File: src/rtl/ram_writer_if.sv
// Producer-side write port and MIG user-interface write/command port of ram_writer.
// The slave modport is the ram_writer view; master is the view of whatever drives it.
interface ram_writer_if;
   logic [26:0] write_address;
   logic [15:0] write_data_in;
   logic        write_data_valid;
   logic        write_ready;
   logic        flush;
   logic        idle;
   logic [26:0] ram_address;
   logic [2:0]  ram_cmd;
   logic        ram_en;
   logic        ram_rdy;
   logic [63:0] ram_wdf_data;
   logic [7:0]  ram_wdf_mask;
   logic        ram_wdf_wren;
   logic        ram_wdf_end;
   logic        ram_wdf_rdy;

   // valid/ready: a word, command or data beat transfers on a rising clk edge where the
   // sender's strobe and the receiver's ready are both 1; the sender holds it stable until then.
   modport slave (
      input  write_address, write_data_in, write_data_valid, flush, ram_rdy, ram_wdf_rdy,
      output write_ready, idle, ram_address, ram_cmd, ram_en,
             ram_wdf_data, ram_wdf_mask, ram_wdf_wren, ram_wdf_end
   );

   modport master (
      output write_address, write_data_in, write_data_valid, flush, ram_rdy, ram_wdf_rdy,
      input  write_ready, idle, ram_address, ram_cmd, ram_en,
             ram_wdf_data, ram_wdf_mask, ram_wdf_wren, ram_wdf_end
   );
endinterface

File: src/rtl/ram_writer.sv
// Coalesces 16-bit word writes into one 8-word burst and writes it to a MIG user interface
// as one write command plus two 64-bit beats (upper half first); unwritten words are byte-masked.
module ram_writer (
   input  logic         clk,
   input  logic         reset,
   ram_writer_if.slave  bus,
   output logic [1:0]   state_o
);

   typedef enum logic [1:0] {
      ST_IDLE     = 2'd0,
      ST_SEND_CMD = 2'd1,
      ST_WR_BEAT0 = 2'd2,
      ST_WR_BEAT1 = 2'd3
   } state_t;

   state_t        state_q, state_d;
   logic [127:0]  burst_q, burst_d;
   logic [7:0]    wmask_q, wmask_d;
   logic [23:0]   base_q, base_d;
   logic          pend_q, pend_d;
   logic [26:0]   pend_addr_q, pend_addr_d;
   logic [15:0]   pend_data_q, pend_data_d;
   logic [63:0]   wdf_data_q, wdf_data_d;
   logic [7:0]    wdf_mask_q, wdf_mask_d;
   logic [2:0]    widx;
   logic [2:0]    pidx;

   function automatic logic [7:0] expand(input logic [3:0] m);
      expand = {{2{m[3]}}, {2{m[2]}}, {2{m[1]}}, {2{m[0]}}};
   endfunction

   assign widx = bus.write_address[2:0];
   assign pidx = pend_addr_q[2:0];

   always_comb begin
      state_d     = state_q;
      burst_d     = burst_q;
      wmask_d     = wmask_q;
      base_d      = base_q;
      pend_d      = pend_q;
      pend_addr_d = pend_addr_q;
      pend_data_d = pend_data_q;

      case (state_q)
         ST_IDLE: begin
            if (bus.write_data_valid) begin
               if (wmask_q != 8'h00 && bus.write_address[26:3] != base_q) begin
                  // New burst address: park the word and drain the old burst first.
                  pend_d      = 1'b1;
                  pend_addr_d = bus.write_address;
                  pend_data_d = bus.write_data_in;
                  state_d     = ST_SEND_CMD;
               end else begin
                  base_d                         = bus.write_address[26:3];
                  burst_d[{widx, 4'b0000} +: 16] = bus.write_data_in;
                  wmask_d[widx]                  = 1'b1;
                  if (wmask_d == 8'hFF || bus.flush) state_d = ST_SEND_CMD;
               end
            end else if (bus.flush && wmask_q != 8'h00) begin
               state_d = ST_SEND_CMD;
            end
         end
         ST_SEND_CMD: begin
            if (bus.ram_rdy) state_d = ST_WR_BEAT0;
         end
         ST_WR_BEAT0: begin
            if (bus.ram_wdf_rdy) state_d = ST_WR_BEAT1;
         end
         ST_WR_BEAT1: begin
            if (bus.ram_wdf_rdy) begin
               burst_d = '0;
               wmask_d = '0;
               if (pend_q) begin
                  base_d                         = pend_addr_q[26:3];
                  burst_d[{pidx, 4'b0000} +: 16] = pend_data_q;
                  wmask_d[pidx]                  = 1'b1;
                  pend_d                         = 1'b0;
               end
               state_d = ST_IDLE;
            end
         end
         default: state_d = ST_IDLE;
      endcase

      // Beat data/mask are registered, so they are prepared from the state being entered.
      wdf_data_d = '0;
      wdf_mask_d = 8'hFF;
      if (state_d == ST_WR_BEAT0) begin
         wdf_data_d = burst_q[127:64];
         wdf_mask_d = ~expand(wmask_q[7:4]);
      end else if (state_d == ST_WR_BEAT1) begin
         wdf_data_d = burst_q[63:0];
         wdf_mask_d = ~expand(wmask_q[3:0]);
      end
   end

   always_ff @(posedge clk) begin
      if (!reset) begin
         state_q     <= ST_IDLE;
         burst_q     <= '0;
         wmask_q     <= '0;
         base_q      <= '0;
         pend_q      <= 1'b0;
         pend_addr_q <= '0;
         pend_data_q <= '0;
         wdf_data_q  <= '0;
         wdf_mask_q  <= 8'hFF;
      end else begin
         state_q     <= state_d;
         burst_q     <= burst_d;
         wmask_q     <= wmask_d;
         base_q      <= base_d;
         pend_q      <= pend_d;
         pend_addr_q <= pend_addr_d;
         pend_data_q <= pend_data_d;
         wdf_data_q  <= wdf_data_d;
         wdf_mask_q  <= wdf_mask_d;
      end
   end

   // Strobes are gated by reset so an in-flight transfer stops the moment reset is asserted.
   assign bus.write_ready  = reset && (state_q == ST_IDLE);
   assign bus.idle         = reset && (state_q == ST_IDLE) && (wmask_q == 8'h00) && !pend_q;
   assign bus.ram_en       = reset && (state_q == ST_SEND_CMD);
   assign bus.ram_cmd      = 3'b000;
   assign bus.ram_address  = {base_q, 3'b000};
   assign bus.ram_wdf_wren = reset && (state_q == ST_WR_BEAT0 || state_q == ST_WR_BEAT1);
   assign bus.ram_wdf_end  = reset && (state_q == ST_WR_BEAT1);
   assign bus.ram_wdf_data = wdf_data_q;
   assign bus.ram_wdf_mask = wdf_mask_q;
   assign state_o          = state_q;

endmodule
File: src/flat_wrapper.sv
// flat-port wrapper written by rule: the top's interface ports become plain ports
module ram_writer_flat 
  (clk, reset, state_o, bus_write_address, bus_write_data_in, bus_write_data_valid, bus_flush, bus_ram_rdy, bus_ram_wdf_rdy, bus_write_ready, bus_idle, bus_ram_address, bus_ram_cmd, bus_ram_en, bus_ram_wdf_data, bus_ram_wdf_mask, bus_ram_wdf_wren, bus_ram_wdf_end);
  ram_writer_if bus_i ();
  input  logic clk;
  input  logic reset;
  output logic [1:0] state_o;
  input wire logic [$bits(bus_i.write_address)-1:0] bus_write_address;
  input wire logic [$bits(bus_i.write_data_in)-1:0] bus_write_data_in;
  input wire logic [$bits(bus_i.write_data_valid)-1:0] bus_write_data_valid;
  input wire logic [$bits(bus_i.flush)-1:0] bus_flush;
  input wire logic [$bits(bus_i.ram_rdy)-1:0] bus_ram_rdy;
  input wire logic [$bits(bus_i.ram_wdf_rdy)-1:0] bus_ram_wdf_rdy;
  output wire logic [$bits(bus_i.write_ready)-1:0] bus_write_ready;
  output wire logic [$bits(bus_i.idle)-1:0] bus_idle;
  output wire logic [$bits(bus_i.ram_address)-1:0] bus_ram_address;
  output wire logic [$bits(bus_i.ram_cmd)-1:0] bus_ram_cmd;
  output wire logic [$bits(bus_i.ram_en)-1:0] bus_ram_en;
  output wire logic [$bits(bus_i.ram_wdf_data)-1:0] bus_ram_wdf_data;
  output wire logic [$bits(bus_i.ram_wdf_mask)-1:0] bus_ram_wdf_mask;
  output wire logic [$bits(bus_i.ram_wdf_wren)-1:0] bus_ram_wdf_wren;
  output wire logic [$bits(bus_i.ram_wdf_end)-1:0] bus_ram_wdf_end;
  assign bus_i.write_address = bus_write_address;
  assign bus_i.write_data_in = bus_write_data_in;
  assign bus_i.write_data_valid = bus_write_data_valid;
  assign bus_i.flush = bus_flush;
  assign bus_i.ram_rdy = bus_ram_rdy;
  assign bus_i.ram_wdf_rdy = bus_ram_wdf_rdy;
  assign bus_write_ready = bus_i.write_ready;
  assign bus_idle = bus_i.idle;
  assign bus_ram_address = bus_i.ram_address;
  assign bus_ram_cmd = bus_i.ram_cmd;
  assign bus_ram_en = bus_i.ram_en;
  assign bus_ram_wdf_data = bus_i.ram_wdf_data;
  assign bus_ram_wdf_mask = bus_i.ram_wdf_mask;
  assign bus_ram_wdf_wren = bus_i.ram_wdf_wren;
  assign bus_ram_wdf_end = bus_i.ram_wdf_end;
  ram_writer u_core (.clk(clk), .reset(reset), .bus(bus_i), .state_o(state_o));
endmodule
File: config.mk
export PLATFORM = sky130hd
export DESIGN_NAME = ram_writer_flat
export DESIGN_NICKNAME = d
export VERILOG_FILES = /design/src/rtl/ram_writer_if.sv /design/src/rtl/ram_writer.sv /design/src/flat_wrapper.sv
export SDC_FILE = /design/constraint.sdc
export NUM_CORES = 1
export LEC_CHECK = 0
export ABC_AREA = 0
export ABC_CLOCK_PERIOD_IN_PS = 4500
export CORE_ASPECT_RATIO = 0.7
export CORE_UTILIZATION = 40
export CTS_CLUSTER_DIAMETER = 200
export CTS_CLUSTER_SIZE = 10
export DETAILED_ROUTE_END_ITERATION = 10
export GPL_TIMING_DRIVEN = 0
export PLACE_DENSITY = 0.7
export SYNTH_ARGS = -nofsm -noshare
export SYNTH_HDL_FRONTEND = slang
export SYNTH_SLANG_ARGS = --single-unit
File: constraint.sdc
create_clock -name clk -period 4.5 [get_ports clk]
set_input_delay 0.45 -clock clk [delete_from_list [all_inputs] [get_ports clk]]
set_output_delay 0.45 -clock clk [all_outputs]
set_load 0.02 [all_outputs]
# After elaboration in Yosys (flattened, before gate mapping)
# Index checks and enable logic that the tools add are counted.
[op_classes]
addsub = 2
shift = 4
n_reduce_logical = 21
muxes = 36
eq_ne = 12
bitwise_logic = 4
magnitude_cmp = 4
[ops]
columns = ["op", "count"]
rows = [
  ["two-way mux 128 bit", 4],
  ["one-hot mux 128 bit (2 select lines)", 1],
  ["variable shift 16 x 9 -> 128 bit, first input constant", 2],
  ["indexed part select 16 x 9 -> 128 bit", 2],
  ["bitwise AND 128 bit", 1],
  ["bitwise mux 128 bit", 1],
  ["two-way mux 64 bit", 2],
  ["two-way mux 24 bit", 4],
  ["two-way mux 8 bit", 6],
  ["one-hot mux 24 bit (2 select lines)", 1],
  ["inequality test 24 bit", 1],
  ["negator 7 -> 9 bit", 2],
  ["inverter 8 bit", 2],
  ["one-hot mux 8 bit (2 select lines)", 1],
  ["two-way mux 2 bit", 7],
  ["logical AND 1 bit", 10],
  ["== test 2 bit, second input constant", 4],
  ["== test 8 bit, second input constant", 1],
  ["logical NOT 8 bit", 1],
  ["< comparator 3 x 4 -> 1 bit, second input constant", 2],
  ["bitwise OR 8 bit", 1],
  ["one-hot mux 2 bit (4 select lines)", 1],
  ["AND reduction 4 bit", 2],
  ["nonzero test 8 bit", 1],
  ["other kinds (13)", 23],
]
[totals]
in_bits = 49
word_cells = 92
out_inout_bits = 109
register_bits = 278

# Logic depth before layout (Yosys ltp)
# Gate-level depths: netlist of run 1.
[logic_depth]
word_depth = 14
mapped_depth = 12
depth_no_buf = 9

# Least setup slack after synthesis of run 1
# Ideal clock, no wire load.
[synth_timing]
path_kind = "input-to-reg"
startpoint = "in bus_write_address[1]"
endpoint = "reg u_core.burst_q[38]"
slack_ns = 1.779
t_required_ns = 4.441
path_buffers = 3
cell_stages = 10
setup_ns = 0.059
arrival_time_ns = 2.662
path_cell_list = "clkbuf_1 -> inv_1 -> ha_1 -> ha_1 -> clkbuf_1 -> and2_1 -> nand2_1 -> a21oi_1 -> buf_2 -> o221a_2"
[synth_via]
elab_chain_cells = 6
word_cells_on_any_way = 7
cone_classes = "add/sub (1); shift (2); mux (4)"
[synth_lines]
columns = ["item", "line", "text"]
rows = [
  ["start: declaration", "flat_wrapper.sv:8", "input wire logic [$bits(bus_i.write_address)-1:0] bus_write_address;"],
  ["negator 7 -> 9 bit *", "ram_writer.sv:56", "burst_d[{widx, 4'b0000} +: 16] = bus.write_data_in;"],
  ["indexed part select 16 x 9 -> 128 bit or variable shift 16 x 9 -> 128 bit (tied branches)", "ram_writer.sv:56", ""],
  ["bitwise mux 128 bit *", "ram_writer.sv:56", ""],
  ["two-way mux 128 bit *", "ram_writer.sv:48", "if (wmask_q != 8'h00 && bus.write_address[26:3] != base_q) begin"],
  ["two-way mux 128 bit *", "ram_writer.sv:47", "if (bus.write_data_valid) begin"],
  ["one-hot mux 128 bit (2 select lines) *", "ram_writer.sv:45", "case (state_q)"],
  ["end signal: assignment", "ram_writer.sv:111", "burst_q <= burst_d;"],
  ["end: declaration", "ram_writer.sv:18", "logic [127:0] burst_q, burst_d;"],
]
# Every way passes the cells marked *; elsewhere a longest branch is shown, timed or not. The select of a mux whose other input is x is not followed.
# A chain may end at the register's enable or synchronous reset.

# Final worst setup path of run 1
[layout_timing]
startpoint = "reg u_core.state_q[1] (netlist: u_core.state_o[1])"
endpoint = "out bus_ram_wdf_end"
[layout_via]
elab_chain_cells = 2
[layout_lines]
columns = ["item", "line", "text"]
rows = [
  ["start: declaration", "ram_writer.sv:17", "state_t state_q, state_d;"],
  ["start signal: assignment", "ram_writer.sv:110", "state_q <= state_d;"],
  ["== test 2 bit", "ram_writer.sv:129", "assign bus.ram_wdf_end = reset && (state_q == ST_WR_BEAT1);"],
  ["logical AND 1 bit", "ram_writer.sv:129", ""],
  ["end: declaration", "flat_wrapper.sv:22", "output wire logic [$bits(bus_i.ram_wdf_end)-1:0] bus_ram_wdf_end;"],
]
# No other way between the ends.

==> results of run 1 <==
flip-flops by register name (all words and copies together) (netlist names):
register                 cells
u_core.pend_data_q          16
u_core.pend_q                1
u_core.bus.ram_wdf_data     64
u_core.wmask_q               8
u_core.pend_addr_q          27
u_core.state_o               2
u_core.base_q               24
u_core.burst_q             128
u_core.bus.ram_wdf_mask      4
critical path, stage by stage (launching register included):
cell and delay [ns]:
dfxtp_1 0.46, clkbuf_1 0.36, nand2_1 0.49, clkbuf_1 0.39, clkbuf_1 0.38, nor2_1 0.18, clkdlybuf4s50_1 0.62
power breakdown:
| group | internal [uW] | total, uW | switching, uW |
|---|---|---|---|
| combinational | 369 | 1130 | 766 |
| clock | 1200 | 2120 | 924 |
| sequential | 2560 | 2670 | 106 |
| total | 4130 | 5930 | 1800 |
stage by stage:
step           instance area [sq um]  utilization [%]  worst slack [ns]  instances  hold WS, ns
2_1_floorplan                  12100                -              1.78       1392        0.429
3_3_place_gp                   14000             47.7             0.414       1934        0.439
3_5_place_dp                   14000             47.7             0.436       1934        0.449
4_1_cts                        14800             50.4             0.651       1966        0.354
5_1_grt                        14800             50.4             0.521       1966        0.405
6_report                       14800             50.4             0.612       1966        0.383
layout by cell type (no fill, tap or decap), types with 30 or more instances in the layout:
cell,instances
a21oi_1,99
a211oi_1,55
clkbuf_16,31
o221a_2,34
nand3_1,54
o2bb2ai_1,30
o21ai_0,94
a31oi_1,36
nand2_1,162
o21a_1,30
clkbuf_1,109
a22o_1,64
nor2_1,58
clkdlybuf4s50_1,137
dfxtp_1,274
cell families after synthesis:
kind of cell / synth area share (%)
adders and majority gates: 1.03
xor gates and xnor gates: 1.81
other: 0.0310
DFF: 45.3
buffers and inverters: 6.15
AOI/OAI and AO/OA: 32.7
and+or+nand+nor: 13.0
final cells by class:
type | instances | area (sq um)
inverters | 10 | 37.5
plain buffers | 160 | 707
fillers | 2794 | 14500
clock buffers | 31 | 776
clock inverters | 1 | 8.76
repair buffers | 137 | 1370
flip-flops and latches | 274 | 5490
well taps | 405 | 507
multi-input cells | 948 | 5900
per-layer routing:
metal	wire length [um]	vias to the layer above	GRT usage [%]
met3	5200	110	8.43
li1	-	5520	-
met1	20100	5798	40.1
met2	18600	684	42.2
met5	0	-	0
met4	1510	0	8.54
worst paths after layout:
kind	start	end	slack, ns	cells past startpoint
setup / recovery	u_core.state_o[1]	bus_ram_wdf_end	0.61	6
hold / removal	reset	u_core.state_o[1]	0.38	3
setup reg to reg	u_core.state_o[1]	u_core.burst_q[4]	1.06	9
hold reg to reg	u_core.burst_q[87]	u_core.burst_q[87]	0.45	2
==> results.json, run 1 <==
{
  "grt_pass1_vias": 11344,
  "period_share_pct": 86.4,
  "clk_path_buf_depth": 3,
  "place_congestion": 1.01,
  "grt_max_degree": 15,
  "worst-path-max-fanout": 10,
  "drt_wl_total_um": 45400,
  "wire_per_inst_um": 23.1,
  "drive_above_1_share_pct": 7.24,
  "htree_levels": 1,
  "clk_pin_slew_ns": 0.06,
  "nNetsFinal": 1621,
  "viasPerCell": 6.16,
  "grt_pass1_wl_um": 67600,
  "finalSetupViolCount": 0,
  "synth_area_leader_cell": "dfxtp_1",
  "io_buffers": 137,
  "ant_nets": 0,
  "outcome": "complete, no violations",
  "crit_type": "reg2out",
  "leakage_uw": 0.00503,
  "cts_setup_buffers": 0,
  "worst_pin_slew_ns": 1.27,
  "drc": 0,
  "hpwl_um": 33200,
  "endpoint_kind": "output port",
  "cap_violations": 0,
  "relSlewSlack_pct": 14.7,
  "synthCells": 1387,
  "cts_buffers": 31,
  "yosysMostFrequentCell": "dfxtp_1",
  "yosys-top-cells-area": "dfxtp_1, nand2_1, a22o_1",
  "worst_hold_path_type": "in2reg",
  "grt_setup_unrepaired": "no",
  "clock_latency_ns": 0.56,
  "hold_violations": 0,
  "clock.fmax_mhz": 257,
  "drtIter0Drc": 1339,
  "syn_avg_cell_area_sq_um": 8.73,
  "cts_resized": 0,
  "synth.top_cells.by_count": "dfxtp_1, nand2_1, clkbuf_1",
  "antenna_cells": 0,
  "vias": 12112,
  "cp-start-kind": "flip-flop",
  "ir_worst_vdd_uv": 272,
  "die_x_um": 210,
  "power.density_nw_per_um2": 401,
  "fin_skew_ns": 0.0207,
  "syn_area_sq_um": 12100,
  "p_total_uw": 5930,
  "antenna_found_initial": 0,
  "ios": 158,
  "synth_ff_type": "dfxtp_1",
  "cp.required_ns": 4.05,
  "yosys_register_bits": 274,
  "floorplan.initialDensity_pct": 41.3,
  "yosys_warnings": 0,
  "core_sq_um": 29300,
  "hold_buffers": 0,
  "clockRootBuffer": "clkbuf_16",
  "slew_viol_final": 0,
  "arrival_ns": 3.44,
  "tritoncts": "yes",
  "grt-ovfl-total": 0,
  "yosysSeqAreaShare_pct": 45.3,
  "grt_util_all_layers_pct": 28.6,
  "cts_sinks": 274,
  "async_flop_share_pct": 0,
  "tns_ns": 0,
  "fp.dieH_um": 148,
  "rows": 52,
  "synth_edf_count": 0,
  "synth_top_area_share_pct": 45.3,
  "area.growth.synth_to_final_pct": 22.1,
  "min_period_ns": 3.89,
  "die_area_sq_um": 31000,
  "firstDrtPassIters": 6,
  "ys_types": 59
}
(Power assumes the default switching activity.)
==> inputs of run 2 (changes only) <==
- CELL_PAD_IN_SITES_DETAIL_PLACEMENT: default -> 1
- CELL_PAD_IN_SITES_GLOBAL_PLACEMENT: default -> 1
- PLACE_DENSITY: 0.7 -> default
- PLACE_DENSITY_LB_ADDON: default -> 0.1
==> results.json, run 2 (synthesis gave the netlist of run 1 again) <==
{
  "outcome": "complete, no violations",
  "wire_per_inst_um": 25.6,
  "htree_levels": 1,
  "drt_wl_total_um": 50300,
  "cts_buffers": 31,
  "clk_path_buf_depth": 3,
  "finalSetupViolCount": 0,
  "grt_util_all_layers_pct": 31.9,
  "cts_resized": 0,
  "hold_violations": 0,
  "clock_latency_ns": 0.57,
  "p_switching_uw": 1860,
  "die_area_sq_um": 31000,
  "seqCellArea_sq_um": 5490,
  "grt_pass1_vias": 12063,
  "ant_nets": 0,
  "drive_above_1_share_pct": 7.24,
  "final_common_cell": "dfxtp_1",
  "nNetsFinal": 1621,
  "antenna_found_initial": 0,
  "io_buffers": 137,
  "cp-start-kind": "flip-flop",
  "area.growth.synth_to_final_pct": 22.1,
  "largest_register_ffs": 128,
  "relSlewSlack_pct": 19.6,
  "cts_sinks": 274,
  "ios": 158,
  "worst-path-max-fanout": 10,
  "p_clk_share_pct": 35.9,
  "swShare_pct": 31.1,
  "intPower_uw": 4130,
  "firstDrtPassIters": 5,
  "power.density_nw_per_um2": 405,
  "viasPerCell": 6.23,
  "fin_worst_hold_slack_ns": 0.429,
  "slew_viol_final": 0,
  "clock.fmax_mhz": 245,
  "place_congestion": 0.986,
  "rows": 52,
  "min_period_ns": 4.09,
  "vias": 12258,
  "tns_ns": 0,
  "cp.required_ns": 4.05,
  "drc": 0,
  "cts_setup_buffers": 0,
  "clk_pin_slew_ns": 0.06,
  "fin_skew_ns": 0.0178,
  "antenna_cells": 0,
  "worst_pin_slew_ns": 1.20,
  "seqPwrFrac_pct": 44.6,
  "clockRootBuffer": "clkbuf_16",
  "grt_setup_unrepaired": "no",
  "hpwl_um": 36600,
  "worst_hold_path_type": "in2reg",
  "arrival_ns": 3.64,
  "multi_input_area_sq_um": 5900,
  "endpoint_kind": "output port",
  "core_sq_um": 29300,
  "final_cell_mix": "dfxtp_1, nand2_1, clkdlybuf4s50_1",
  "top_register": "u_core.burst_q",
  "leakage_uw": 0.00503,
  "drtIter0Drc": 1202,
  "ir_worst_vdd_uv": 236,
  "grt-ovfl-total": 0,
  "fillCellCount": 3428,
  "floorplan.initialDensity_pct": 41.3,
  "die_x_um": 210,
  "hold_buffers": 0,
  "grt_pass1_wl_um": 75100,
  "crit_type": "reg2out",
  "grt_max_degree": 15,
  "fp.dieH_um": 148,
  "period_share_pct": 90.8,
  "tritoncts": "yes",
  "p_comb_share_pct": 19.5,
  "cap_violations": 0
}
## run 2: cell type report
class / count / area share, %
Clock buffer: 31 / 5.24
Inverter: 10 / 0.254
Multi-Input combinational cell: 948 / 39.9
Tap cell: 405 / 3.42
Sequential cell: 274 / 37.1
Clock inverter: 1 / 0.0592
Timing Repair Buffer: 137 / 9.27
Buffer: 160 / 4.78
## run 2: power by group through the flow
stage	sequential, uW	combinational [uW]	clock, uW
2_1_floorplan	2750	602	0
3_3_place_gp	2710	1110	0
3_5_place_dp	2720	1130	0
4_1_cts	2670	1140	2170
5_1_grt	2680	1230	2280
6_report	2670	1170	2150
## run 2: final timing paths
path	startpoint	to	slack (ns)	depth (start not counted)
hold reg to reg	u_core.burst_q[87]	u_core.burst_q[87]	0.46	2
hold / removal	reset	u_core.state_o[1]	0.43	3
setup / recovery	u_core.state_o[1]	bus_ram_wdf_end	0.41	6
setup reg to reg	u_core.pend_addr_q[1]	u_core.burst_q[70]	0.97	11
## run 2: worst max-delay path, cell delays in order, from the launching register on
cell and delay (ns):
dfxtp_1 0.50, clkbuf_1 0.39, nand2_1 0.50, clkbuf_1 0.45, clkbuf_1 0.38, nor2_1 0.21
clkdlybuf4s50_1 0.62
## run 2: stage by stage
step	total power, uW	setup WS (ns)	cells	area [sq um]	utilization (%)
floorplan	3350	1.78	1392	12100	-
global placement	3820	0.267	1934	14000	47.7
detailed placement	3850	0.243	1934	14000	47.7
CTS	5980	0.456	1966	14800	50.4
global route	6200	0.316	1966	14800	50.4
finish	5990	0.413	1966	14800	50.4
## run 2: metal layers
layer  share of wire (%)  track usage, %  vias to the layer above
met1                  46            46.4                     6058
met3                 9.7            7.52                      102
met2                  42            47.0                      593
li1                    -               -                     5505
met4                 2.9            8.72                        0
met5                   0               0                        -
==> inputs of run 3 (changes only) <==
- TNS_END_PERCENT: default -> 10
==> results of run 3 <==
Final layout, timing and power as in run 2 (identical DEF).
